### src/rtl/tristate_bus_reader.sv
// Receive side of the shared tristate data bus: captures enabled bus words into a
// small FIFO, presents them with valid/ready, throttles the driver and flags drops.
module tristate_bus_reader #(
    parameter int WIDTH = 4,
    parameter int DEPTH = 4,
    parameter int AW    = 2
) (
    input  logic             clk,
    input  logic             rst_n,
    input  logic [WIDTH-1:0] bus_y,
    input  logic             bus_en,
    output logic             bus_hold,
    output logic [WIDTH-1:0] out_data,
    output logic             out_valid,
    input  logic             out_ready,
    output logic [AW:0]      count,
    output logic             overflow,
    input  logic             clr_ovf
);

    localparam logic [AW:0]   FULL_LVL = (AW+1)'(DEPTH);
    localparam logic [AW:0]   HOLD_LVL = (AW+1)'(DEPTH - 1);
    localparam logic [AW:0]   CNT_ONE  = (AW+1)'(1);
    localparam logic [AW-1:0] PTR_ONE  = AW'(1);

    logic [WIDTH-1:0] mem [DEPTH];
    logic [AW-1:0]    wr_ptr;
    logic [AW-1:0]    rd_ptr;
    logic [AW:0]      count_nxt;
    logic             full;
    logic             pop;
    logic             push;
    logic             ovf_evt;

    // A pop at the same edge frees the slot, so a push into a full FIFO is still accepted.
    always_comb begin
        full      = (count == FULL_LVL);
        pop       = out_valid && out_ready;
        push      = bus_en && (!full || pop);
        ovf_evt   = bus_en && full && !pop;
        count_nxt = count;
        if (push && !pop) begin
            count_nxt = count + CNT_ONE;
        end else if (pop && !push) begin
            count_nxt = count - CNT_ONE;
        end
    end

    assign out_valid = (count != '0);
    assign out_data  = out_valid ? mem[rd_ptr] : '0;

    always_ff @(posedge clk) begin
        if (push) begin
            mem[wr_ptr] <= bus_y;
        end
    end

    // Hold looks at the post-edge occupancy so a driver reacting one cycle late still fits.
    always_ff @(posedge clk or negedge rst_n) begin
        if (!rst_n) begin
            wr_ptr   <= '0;
            rd_ptr   <= '0;
            count    <= '0;
            bus_hold <= 1'b0;
            overflow <= 1'b0;
        end else begin
            if (push) begin
                wr_ptr <= wr_ptr + PTR_ONE;
            end
            if (pop) begin
                rd_ptr <= rd_ptr + PTR_ONE;
            end
            count    <= count_nxt;
            bus_hold <= (count_nxt >= HOLD_LVL);
            if (ovf_evt) begin
                overflow <= 1'b1;
            end else if (clr_ovf) begin
                overflow <= 1'b0;
            end
        end
    end

endmodule

### config.mk
export PLATFORM = sky130hd
export DESIGN_NAME = tristate_bus_reader
export DESIGN_NICKNAME = d
export VERILOG_FILES = /design/src/rtl/tristate_bus_reader.sv
export SDC_FILE = /design/constraint.sdc
export NUM_CORES = 1
export LEC_CHECK = 0
export BUFFER_PORTS_ARGS = -buffer_cell sky130_fd_sc_hd__buf_2
export CAP_MARGIN = 10
export CORE_MARGIN = 5
export CORE_UTILIZATION = 50
export CTS_CLUSTER_DIAMETER = 200
export DETAILED_ROUTE_END_ITERATION = 10
export PLACE_DENSITY_LB_ADDON = 0.08
export SLEW_MARGIN = 0
export SYNTH_ARGS = -nofsm -noshare
export SYNTH_HDL_FRONTEND = slang
export SYNTH_SLANG_ARGS = --single-unit
### constraint.sdc
create_clock -name clk -period 3.8 [get_ports clk]
set_clock_uncertainty 0.05 [all_clocks]
set_input_delay 0.19 -clock clk [delete_from_list [all_inputs] [get_ports clk]]
set_output_delay 0.19 -clock clk [all_outputs]
set_load 0.005 [all_outputs]
* Word-level counts from Yosys, hierarchy flattened
Memories as Yosys holds them, arrays and structs flattened.
Index checks and enable logic that the tools add are counted.
** Word-level totals
- Word-level logic and storage cells :: 31
- Memories :: 1
- Bits in registers :: 9
- Memory bits (writable) :: 16
- Output and inout bits :: 10
** Cells by class
- $add $sub $neg :: 4
- Reductions and logical operators :: 12
- Magnitude comparators :: 1
- Muxes and demuxes :: 7
- Equality and inequality tests :: 1
** Memory list
- mem :: depth 4, width 4, read ports 1, clocked after Yosys merged registers in 0, write ports 1, line 26 : logic [WIDTH-1:0] mem [DEPTH];
** Operators by type and width (number)
- $logic_and A1 B1 Y1 :: 6
- $mux W3 :: 2
- $add A2 B1 Y2 const B :: 2
- $mux W1 :: 4
- $mux W4 :: 1
- $add A3 B1 Y3 const B :: 1
- $eq A3 B3 Y1 const B :: 1
- $ge A3 B2 Y1 const B :: 1
- $logic_not A1 Y1 :: 3
- $reduce_bool A3 Y1 :: 1
- $sub A3 B1 Y3 const B :: 1
- $reduce_bool A2 Y1 :: 1
- $logic_or A1 B1 Y1 :: 1

* Longest topological paths before layout
- Word-level depth :: 9
- Mapped depth :: 7

* Worst setup path after synthesis
Ideal clock, no wire load.
- Path type :: reg-to-reg
- Start :: register count[1]
- End :: register bus_hold
- Slack :: 2.077 ns
- Data arrival time :: 1.549 ns
- Stages on the path, launching flop included :: 7
- Setup time :: 0.124 ns
- Cells stage by stage :: dfrtp_1 -> inv_1 -> ha_1 -> or3b_2 -> a21oi_1 -> a221o_1 -> o31ai_2
** Between the ends
- Cells in the longest elaborated chain, start to end :: 9
- Elaborated cells on any way between the ends :: 15
- Classes of those cells :: 2 x add/sub; 1 x order compare; 1 x eq/ne; 2 x mux; 9 x reduce/logical
** Ends and longest elaborated chain
- start: declaration :: line 16 : output logic [AW:0] count,
- start signal: assignment :: line 73 : count <= count_nxt;
- $eq A3 B3 Y1 or $reduce_bool A3 Y1 (tied branches) :: line 37, 49
- $logic_not A1 Y1 or $logic_and A1 B1 Y1 (tied branches) :: line 39, 38
- $logic_or A1 B1 Y1 :: line 39 : push = bus_en && (!full || pop);
- $logic_and A1 B1 Y1 :: line 39
- $logic_not A1 Y1 :: line 44 : end else if (pop && !push) begin
- $logic_and A1 B1 Y1 :: line 44
- $mux W3 :: line 44
- $mux W3 (*) :: line 42 : if (push && !pop) begin
- $ge A3 B2 Y1 (*) :: line 74 : bus_hold <= (count_nxt >= HOLD_LVL);
- end signal: assignment :: line 74
- end: declaration :: line 12 : output logic bus_hold,
Mark *: on every way between the ends. The rest lies on a longest branch, timed or not.
A chain may end at the register's enable or synchronous reset.

* Worst setup path in the final report
- Start :: register count[0]
- End :: output out_data[3]
** Between the ends
- Cells in the longest elaborated chain, start to end :: 2
** Ends and longest elaborated chain
- $reduce_bool A3 Y1 :: line 49 : assign out_valid = (count != '0);
- $mux W4 :: line 50 : assign out_data = out_valid ? mem[rd_ptr] : '0;
- end: declaration :: line 13 : output logic [WIDTH-1:0] out_data,
No other way between the ends.

==> impl_metrics.csv <==
group,metric,value,unit
final_layout,n_fill_cell,200,
final_layout,fin_util,0.574,
setup_path,cp-end-kind,"output port",
setup_path,reg2reg_setup_slack,1.94,ns
setup_path,crit_fanout,8,
power,p_int,627,uW
timing,max_freq,495,MHz
timing,rsz0062_at_grt,"no",
logic_synthesis,ys_types,32,
clock_network,clkSinkCount,25,
logic_synthesis,synth_area_leader_cell,"edfxtp_1",
clock_network,cts_buffer_depth,2,
setup_path,rr_endpoint,"mem[1][3]",
setup_path,critPathRequiredTime,3.56,ns
routing,drtIter0Drc,26,
logic_synthesis,yosys.area.top_type_share,0.389,
setup_path,r2r_cells,4,
final_layout,diodes,0,
setup_path,startpoint_type,"register",
clock_network,clkLatencyLatePin,0.32,ns
timing,relSlewSlack,0.696,
routing,first_pass_iters,4,
timing,fin_tns_setup,0,ns
final_layout,area_growth,12.2,%
setup_path,timing.rr.start,"count[1]",
logic_synthesis,synth_area_leaders,"edfxtp_1, dfrtp_1, mux4_2",
grt,track_usage,0.140,
routing,vias_per_cell,5.25,
die,dieArea,3560,um^2
clock_network,ctsHoldBuffers,1,
grt,grt_pass1_vias,783,
logic_synthesis,synthesis.nets,106,
setup_path,crit_chain,"inv_1, ha_1, and2b_4, clkinv_4, and2_1, buf_2",
final_layout,register_area,706,um^2
routing,ant_nets,0,
power,power.density,695,nW/um^2
timing,worst_pin_slew,0.454,ns
clock_network,cts_made_buffers,3,
grt,grt_max_degree,16,
power,ir_worst_vdd,0.000404,V
hold_path,hold_depth,1,
power,clockPowerShare,0.125,
setup_path,path_class,"register to output port",
die,coreArea,2410,um^2
logic_synthesis,synth_cells,90,
clock_network,path_clk_slew,0.13,ns
final_layout,final_cell_mix,"buf_2, edfxtp_1, dfrtp_1, and2_1",
logic_synthesis,ys_ff_latch,25,
timing,hold_viol,0,
outcome,status,"complete, no violations",
timing,finalMaxSlewViolations,0,
setup_path,slowest_stage,"dfrtp_1",
routing,wl,2160,um
logic_synthesis,seq_area_frac_synth,0.572,
clock_network,ctsResizeCount,0,
clock_network,cts_root_buf,"clkbuf_4",
timing,post-route-period-util,0.531,
final_layout,drive_gt1_frac,0.309,
setup_path,slowest_delay,0.42,ns
final_layout,mostFrequentLayoutCell,"buf_2",
run,drv_cap,0,
routing,via_count,735,
setup_path,startpoint,"count[0]",
timing,min_period,2.02,ns
hold_path,hold_path.class,"input port to register",
clock_network,htreeDepth,1,
power,swShare,0.348,
die,die_y,59.7,um
place,place.gp.congestion,0.755,
grt,grt-ovfl-total,0,
place,portBuffers,18,
routing,wire_per_inst,15.4,um
logic_synthesis,synth_area_per_cell,13.7,um^2
power,cellLeakagePower,0.000563,uW
timing,setup_violations,0,
die,die_w,59.7,um
power,p_switching,335,uW
final_layout,multi_input_area,475,um^2
die,ios,19,
setup_path,critPathArrivalTime,1.78,ns
logic_synthesis,syn-cell-area,1230,um^2
power,combinationalPowerShare,0.423,
clock_network,tritoncts,"built",
routing,drc_errors,0,
die,initial_core_util,0.512,
setup_path,critPathTopFamily,"flip-flops",
logic_synthesis,ys_warn_count,0,
setup_path,cp.depth,6,
final_layout,fin_nets,127,
setup_path,crit_path_end,"out_data[3]",
grt,grt_pass1_wl,3620,um
power,p_total,962,uW
power,seqPwrFrac,0.452,
die,placementRows,18,
setup_path,cp_num_buf_inv,3,
clock_network,post_cts_buffers,0,
grt,antenna_found_initial,0,
[power groups by stage]
stage | Sequential, uW | Clock (uW) | Combinational, uW
2_1_floorplan | 417 | 0 | 305
3_3_place_gp | 441 | 0 | 403
3_5_place_dp | 444 | 0 | 410
4_1_cts | 437 | 125 | 413
5_1_grt | 449 | 137 | 459
6_report | 435 | 120 | 407
[kinds of logic (layout without fill, tap and decap cells)]
group,after synthesis,after routing,synth area share
XOR/XNOR,3,3,0.0213
flip-flops,25,25,0.572
buffers and inverters,11,31,0.0426
multiplexers,5,5,0.0822
adder cells (fa/ha/maj),7,7,0.0710
AND/OR/NAND/NOR,26,26,0.129
AO/OA/AOI/OAI,13,13,0.0822
[through the flow]
step	hold slack [ns]	worst slack, ns	cells	instance area [um^2]
floorplan	-0.156	2.08	90	1230
global placement	0.00429	1.97	135	1340
detailed placement	0.0111	1.93	135	1340
CTS	0.0228	1.76	140	1380
global route	0.0236	1.64	140	1380
finish	0.0340	1.78	140	1380
[metal layers]
layer,track usage,part of all wire
met4,0.0570,0.014
met1,0.193,0.49
met3,0.0194,0.035
met5,0,0
met2,0.222,0.46
[cell usage after synthesis]
cell / count
edfxtp_1: 16
dfrtp_1: 9
and2_1: 8
ha_1: 7
inv_1: 7
mux4_2: 4
nor2_1: 4
nand2b_1: 3
xnor2_1: 3
a21oi_1: 2
buf_2: 2
nand2_1: 2
nand3_1: 2
nand3b_1: 2
o21ai_0: 2
a21boi_1: 1
a21oi_2: 1
a221o_1: 1
a31oi_1: 1
a32o_1: 1
and2b_4: 1
and3_4: 1
buf_4: 1
clkinv_4: 1
mux2_2: 1
nor2b_1: 1
o211a_1: 1
o211ai_1: 1
o2bb2ai_1: 1
o31ai_2: 1
or2_2: 1
or3b_2: 1
[worst min path at each step]
stage | start | to | slack (ns)
after global routing | bus_y[0] | mem[0][0] | 0.02
after floorplan | rst_n | bus_hold | -0.16
after global placement | rst_n | rd_ptr[0] | 0.004
after detailed placement | rst_n | rd_ptr[1] | 0.01
after CTS | bus_y[1] | mem[2][1] | 0.02
final | bus_y[3] | mem[3][3] | 0.03
[flip-flops by register name (all words and copies together), names as in the netlist]
register	count
rd_ptr	2
bus_hold	1
wr_ptr	2
mem	16
overflow	1
count	3
[final cells by class]
class                   count  area share
repair buffers             19      0.0723
multi-input cells          54       0.344
inverters                   8      0.0253
clock inverters             1     0.00542
well taps                  30      0.0271
clock buffers               3      0.0163
flip-flops and latches     25       0.510
(Power assumes the default switching activity.)
